$ cat src/rtl/config_seq_ctrl_if.sv
// config_seq_ctrl_if: host request/response, sweep control and core config bus of config_seq_ctrl.
interface config_seq_ctrl_if;
    logic        req_valid;
    logic        req_ready;
    logic        req_write;
    logic [7:0]  req_addr;
    logic [31:0] req_data;
    logic        rsp_valid;
    logic        rsp_ready;
    logic [31:0] rsp_data;
    logic        sweep_start;
    logic [31:0] sweep_data;
    logic        sweep_busy;
    logic        sweep_done;
    logic [7:0]  config_config_addr;
    logic [31:0] config_config_data;
    logic        config_write;
    logic        config_read;
    logic [31:0] read_config_data;
    modport master (
        output req_valid, req_write, req_addr, req_data, rsp_ready, sweep_start, sweep_data, read_config_data,
        input  req_ready, rsp_valid, rsp_data, sweep_busy, sweep_done,
               config_config_addr, config_config_data, config_write, config_read
    );
    modport slave (
        input  req_valid, req_write, req_addr, req_data, rsp_ready, sweep_start, sweep_data, read_config_data,
        output req_ready, rsp_valid, rsp_data, sweep_busy, sweep_done,
               config_config_addr, config_config_data, config_write, config_read
    );
endinterface

$ cat src/rtl/config_seq_ctrl.sv
// config_seq_ctrl: sequences host reads/writes and full-range write sweeps onto a config register core.
module config_seq_ctrl #(
    parameter int NUM_REGS = 2,
    parameter int READ_LAT = 1
) (
    input logic               real_clk,
    input logic               real_rst,
    config_seq_ctrl_if.slave  bus
);
    typedef enum logic [2:0] {IDLE, WRITE, READ, RESP, SWEEP} state_t;
    localparam logic [7:0] LAST_ADDR = 8'(NUM_REGS - 1);
    localparam logic [1:0] LAST_LAT  = 2'(READ_LAT - 1);
    state_t      state_q, state_d;
    logic [7:0]  addr_q, addr_d;
    logic [31:0] data_q, data_d, rsp_data_q, rsp_data_d;
    logic [1:0]  lat_q, lat_d;
    logic        wr_q, wr_d, rd_q, rd_d, rsp_valid_q, rsp_valid_d, busy_q, busy_d, done_q, done_d;
    assign bus.req_ready          = (state_q == IDLE) && !bus.sweep_start;
    assign bus.rsp_valid          = rsp_valid_q;
    assign bus.rsp_data           = rsp_data_q;
    assign bus.sweep_busy         = busy_q;
    assign bus.sweep_done         = done_q;
    assign bus.config_config_addr = addr_q;
    assign bus.config_config_data = data_q;
    assign bus.config_write       = wr_q;
    assign bus.config_read        = rd_q;
    always_comb begin
        state_d     = state_q;
        addr_d      = addr_q;
        data_d      = data_q;
        rsp_data_d  = rsp_data_q;
        rsp_valid_d = rsp_valid_q;
        lat_d       = lat_q;
        wr_d        = 1'b0;
        rd_d        = 1'b0;
        busy_d      = 1'b0;
        done_d      = 1'b0;
        case (state_q)
            IDLE: begin
                // a sweep request pre-empts a host request in the same cycle
                if (bus.sweep_start) begin
                    state_d = SWEEP;
                    addr_d  = 8'd0;
                    data_d  = bus.sweep_data;
                    wr_d    = 1'b1;
                    busy_d  = 1'b1;
                end else if (bus.req_valid) begin
                    addr_d  = bus.req_addr;
                    lat_d   = 2'd0;
                    state_d = bus.req_write ? WRITE : READ;
                    data_d  = bus.req_write ? bus.req_data : data_q;
                    wr_d    = bus.req_write;
                    rd_d    = !bus.req_write;
                end
            end
            WRITE: state_d = IDLE;
            READ: begin
                if (lat_q == LAST_LAT) begin
                    rsp_data_d  = bus.read_config_data;
                    rsp_valid_d = 1'b1;
                    state_d     = RESP;
                end else begin
                    lat_d = lat_q + 2'd1;
                    rd_d  = 1'b1;
                end
            end
            RESP: begin
                if (bus.rsp_ready) begin
                    rsp_valid_d = 1'b0;
                    state_d     = IDLE;
                end
            end
            SWEEP: begin
                // the counter stops at the last register, so 256 registers end at 0xFF without wrapping
                if (addr_q == LAST_ADDR) begin
                    done_d  = 1'b1;
                    state_d = IDLE;
                end else begin
                    addr_d = addr_q + 8'd1;
                    wr_d   = 1'b1;
                    busy_d = 1'b1;
                end
            end
            default: state_d = IDLE;
        endcase
    end
    always_ff @(posedge real_clk or posedge real_rst) begin
        if (real_rst) begin
            state_q     <= IDLE;
            addr_q      <= '0;
            data_q      <= '0;
            rsp_data_q  <= '0;
            rsp_valid_q <= 1'b0;
            lat_q       <= '0;
            wr_q        <= 1'b0;
            rd_q        <= 1'b0;
            busy_q      <= 1'b0;
            done_q      <= 1'b0;
        end else begin
            state_q     <= state_d;
            addr_q      <= addr_d;
            data_q      <= data_d;
            rsp_data_q  <= rsp_data_d;
            rsp_valid_q <= rsp_valid_d;
            lat_q       <= lat_d;
            wr_q        <= wr_d;
            rd_q        <= rd_d;
            busy_q      <= busy_d;
            done_q      <= done_d;
        end
    end
endmodule

$ cat src/flat_wrapper.sv
// flat-port wrapper written by rule: the top's interface ports become plain ports
module config_seq_ctrl_flat 
#(
    parameter int NUM_REGS = 2,
    parameter int READ_LAT = 1
)
  (real_clk, real_rst, bus_req_valid, bus_req_write, bus_req_addr, bus_req_data, bus_rsp_ready, bus_sweep_start, bus_sweep_data, bus_read_config_data, bus_req_ready, bus_rsp_valid, bus_rsp_data, bus_sweep_busy, bus_sweep_done, bus_config_config_addr, bus_config_config_data, bus_config_write, bus_config_read);
  config_seq_ctrl_if bus_i ();
  input logic real_clk;
  input logic real_rst;
  input wire logic [$bits(bus_i.req_valid)-1:0] bus_req_valid;
  input wire logic [$bits(bus_i.req_write)-1:0] bus_req_write;
  input wire logic [$bits(bus_i.req_addr)-1:0] bus_req_addr;
  input wire logic [$bits(bus_i.req_data)-1:0] bus_req_data;
  input wire logic [$bits(bus_i.rsp_ready)-1:0] bus_rsp_ready;
  input wire logic [$bits(bus_i.sweep_start)-1:0] bus_sweep_start;
  input wire logic [$bits(bus_i.sweep_data)-1:0] bus_sweep_data;
  input wire logic [$bits(bus_i.read_config_data)-1:0] bus_read_config_data;
  output wire logic [$bits(bus_i.req_ready)-1:0] bus_req_ready;
  output wire logic [$bits(bus_i.rsp_valid)-1:0] bus_rsp_valid;
  output wire logic [$bits(bus_i.rsp_data)-1:0] bus_rsp_data;
  output wire logic [$bits(bus_i.sweep_busy)-1:0] bus_sweep_busy;
  output wire logic [$bits(bus_i.sweep_done)-1:0] bus_sweep_done;
  output wire logic [$bits(bus_i.config_config_addr)-1:0] bus_config_config_addr;
  output wire logic [$bits(bus_i.config_config_data)-1:0] bus_config_config_data;
  output wire logic [$bits(bus_i.config_write)-1:0] bus_config_write;
  output wire logic [$bits(bus_i.config_read)-1:0] bus_config_read;
  assign bus_i.req_valid = bus_req_valid;
  assign bus_i.req_write = bus_req_write;
  assign bus_i.req_addr = bus_req_addr;
  assign bus_i.req_data = bus_req_data;
  assign bus_i.rsp_ready = bus_rsp_ready;
  assign bus_i.sweep_start = bus_sweep_start;
  assign bus_i.sweep_data = bus_sweep_data;
  assign bus_i.read_config_data = bus_read_config_data;
  assign bus_req_ready = bus_i.req_ready;
  assign bus_rsp_valid = bus_i.rsp_valid;
  assign bus_rsp_data = bus_i.rsp_data;
  assign bus_sweep_busy = bus_i.sweep_busy;
  assign bus_sweep_done = bus_i.sweep_done;
  assign bus_config_config_addr = bus_i.config_config_addr;
  assign bus_config_config_data = bus_i.config_config_data;
  assign bus_config_write = bus_i.config_write;
  assign bus_config_read = bus_i.config_read;
  config_seq_ctrl #(.NUM_REGS(NUM_REGS), .READ_LAT(READ_LAT)) u_core (.real_clk(real_clk), .real_rst(real_rst), .bus(bus_i));
endmodule
$ cat config.mk
export PLATFORM = sky130hd
export DESIGN_NAME = config_seq_ctrl_flat
export DESIGN_NICKNAME = d
export VERILOG_FILES = /design/src/rtl/config_seq_ctrl_if.sv /design/src/rtl/config_seq_ctrl.sv /design/src/flat_wrapper.sv
export SDC_FILE = /design/constraint.sdc
export NUM_CORES = 1
export LEC_CHECK = 0
export CAP_MARGIN = 5
export CORE_UTILIZATION = 25
export DETAILED_ROUTE_END_ITERATION = 16
export PLACE_DENSITY = 0.51
export SLEW_MARGIN = 20
export SYNTH_ARGS = -nofsm -noshare
export SYNTH_HDL_FRONTEND = slang
export SYNTH_SLANG_ARGS = --single-unit
$ cat constraint.sdc
create_clock -name real_clk -period 3.7 [get_ports real_clk]
set_input_delay 0.74 -clock real_clk [delete_from_list [all_inputs] [get_ports real_clk]]
set_output_delay 0.74 -clock real_clk [all_outputs]
set_load 0.01 [all_outputs]
==> impl_metrics.py <==
metrics = {
    "run_status": {
        "status": "completed",
    },
    "route": {
        "drc_errors": 0,
        "ant_nets": 0,
        "vias": 3158,
        "drt-total-wl_um": 9863,
        "first_pass_iters": 4,
        "drtIter0Drc": 116,
        "wl_per_cell_um": 14.13,
        "viasPerCell": 4.524,
    },
    "floorplan": {
        "row_count": 44,
        "die_y_um": 123.7,
        "dieArea_um2": 15300,
        "coreArea_um2": 14480,
        "die_x_um": 123.7,
        "ios": 188,
        "initial_utilization_pct": 25.57,
    },
    "synth": {
        "synth.distinct_cells": 36,
        "avgSynthCellArea_um2": 11.36,
        "netlist_instances": 326,
        "ys_ff_latch": 82,
        "yosysWarningCount": 0,
        "synth_edf_count": 0,
        "yosysMostFrequentCell": "dfrtp_1",
        "synth_area_leaders": "dfrtp_1 (55%), mux2_2 (9.7%), mux2i_1 (8.9%)",
        "async_reset_ff_share_pct": 100.0,
        "ys.flop_type": "dfrtp_1",
        "netlist_area_um2": 3702,
        "seq_area_frac_synth_pct": 55.42,
        "postSynthNetCount": 439,
        "synth_top_area_share_pct": 55.42,
        "synth_commonest_cells": "dfrtp_1 (82), nor2_1 (43), a21oi_1 (41)",
        "yosys.area.top_type": "dfrtp_1",
    },
    "clock_tree": {
        "cts_tree": "yes",
        "holdBufCountCts": 0,
        "clk_pin_slew_ns": 0.06,
        "cts_resized": 0,
        "numCtsBuffers": 9,
        "h-tree-depth": 3,
        "cts.sinks": 82,
        "cts_root_buf": "clkbuf_16",
        "cts_buffer_depth": 2,
        "clock_latency_ns": 0.34,
        "post_cts_buffers": 0,
    },
    "global_route": {
        "track_usage_pct": 13.19,
        "grt_pass1_wl_um": 15230,
        "grt_pass1_vias": 3105,
        "antenna_found_initial": 0,
        "gr-total-overflow": 0,
        "grt_max_degree": 83,
    },
    "sta": {
        "max_slew_margin_pct": 50.37,
        "fin_skew_ns": 0.006059,
        "finalSetupViolCount": 0,
        "maxSlewViolCount": 0,
        "rsz0062_at_grt": "no",
        "fin_tns_setup_ns": 0,
        "max_freq_ghz": 0.3982,
        "min_period_ns": 2.511,
        "hold_viol": 0,
        "worstMarginPinSlew_ns": 0.7429,
        "post-route-period-util_pct": 67.88,
    },
    "critical_path": {
        "startpoint_type": "flip-flop",
        "worst-path-buf-inv": 1,
        "worstPathRequired_ns": 2.96,
        "crit_start": "u_core.state_q[1]$_DFFE_PP0P_",
        "critPathTopFamily": "buffers and inverters",
        "critPathSlowestCell": "clkdlybuf4s50_1",
        "arrival_ns": 1.77,
        "cp_max_fo": 13,
        "cp_cell_sequence": "nor4_1 -> clkdlybuf4s50_1",
        "critPathKind": "reg2out",
        "timing.rr.start": "u_core.state_q[1]$_DFFE_PP0P_",
        "end_kind": "primary output",
        "max_stage_delay_ns": 0.59,
    },
    "place": {
        "place.gp.congestion": 0.7478,
        "dp_hpwl_um": 7121,
        "portBuffers": 187,
        "placed_area_um2": 5753,
    },
    "flow_run": {
        "maxCapViolCount": 0,
    },
    "power_and_ir_drop": {
        "ir_worst_vdd_mv": 0.2471,
        "powerDensity_nw_per_um2": 764.7,
        "leakage_nw": 2.485,
    },
    "cells_and_area": {
        "drive_gt1_share_pct": 11.28,
        "diodes": 0,
        "area_growth_pct": 63.16,
        "regArea_um2": 2052,
        "multi_input_area_um2": 1534,
        "design_area_um2": 6041,
        "fillers": 1419,
        "final_net_count": 622,
    },
    "hold_path": {
        "hold_path_class": "reg2reg",
        "min_from": "u_core.lat_q[0]$_DFFE_PP0P_",
    },
}
worst paths after layout:
kind                       cells past startpoint  slack [ns]                                      endpoint
max                                            2        1.19                                 bus_req_ready
min                                            2        0.49                   u_core.lat_q[0]$_DFFE_PP0P_
max reg2reg                                    5        1.42           u_core.bus.rsp_data[30]$_DFFE_PP0P_
min reg2reg                                    2        0.49                   u_core.lat_q[0]$_DFFE_PP0P_
max in group asynchronous                      3        2.52  u_core.bus.config_config_data[8]$_DFFE_PP0P_
min in group asynchronous                      3        0.80            u_core.bus.rsp_data[1]$_DFFE_PP0P_
tightest hold or removal path, stage by stage, from the launching register on:
cell     delay (ns)
dfrtp_1        0.34
nand2_1        0.05
o21ai_0        0.06
cells in the final DEF, fill, tap and decap left out, drive strengths merged, types with 6 or more instances in the layout:
cell,Yosys,routed
nor2,43,43
nand2,11,11
a21oi,41,41
clkbuf,0,11
dfrtp,82,82
mux2i,33,33
o21ai,7,7
inv,7,6
clkdlybuf4s50,0,186
mux2,33,33
nand3,8,8
routing by layer:
layer	global-route usage (%)	vias to the layer above	part of all wire, %
li1	-	1515	-
met1	15.81	1478	41
met2	20.56	152	46
met3	6.227	13	11
met4	4.669	0	1.6
met5	0	-	0
cell type report:
class	count	share of cell area, %
Sequential cell	82	33.97
Clock inverter	5	0.9114
Inverter	7	0.4557
Timing Repair Buffer	191	31.61
Multi-Input combinational cell	218	25.39
Tap cell	184	3.811
Clock buffer	11	3.853
stage by stage:
stage / hold WS (ns) / util (%) / power, W / cells / setup slack [ns]
after CTS: 0.4947 / 41.72 / 0.004709 / 698 / 1.140
after global placement: 0.4663 / 39.73 / 0.003758 / 682 / 1.242
after global routing: 0.5186 / 41.72 / 0.004974 / 698 / 1.066
after detailed placement: 0.4799 / 39.73 / 0.003794 / 682 / 1.162
after floorplan: 0.4498 / - / 0.002653 / 326 / 0.8516
final: 0.4854 / 41.72 / 0.004619 / 698 / 1.189
cells by family (layout without fill, tap and decap cells):
group | count (synthesis) | after routing | synth area share [%]
AND/OR/NAND/NOR | 85 | 85 | 10.88
flip-flops | 82 | 82 | 55.42
multiplexers | 66 | 66 | 19.06
AO/OA/AOI/OAI | 64 | 64 | 10.21
buffers and inverters | 26 | 214 | 3.413
adder cells (fa/ha/maj) | 3 | 3 | 1.014
sequential cells by signal, summed over array words and instances (netlist names):
register and flops:
u_core.bus.sweep_busy 1, u_core.lat_q 2, u_core.bus.config_read 1, u_core.bus.config_config_data 32
u_core.bus.config_config_addr 8, u_core.bus.rsp_data 32, u_core.bus.config_write 1, u_core.state_q 3
u_core.bus.sweep_done 1, u_core.bus.rsp_valid 1
power breakdown:
group          internal [W]  switching [W]
Clock              0.000521       0.000352
Combinational       0.00122       0.000926
Sequential          0.00132       0.000280
Total               0.00306        0.00156
(Power assumes the default switching activity.)
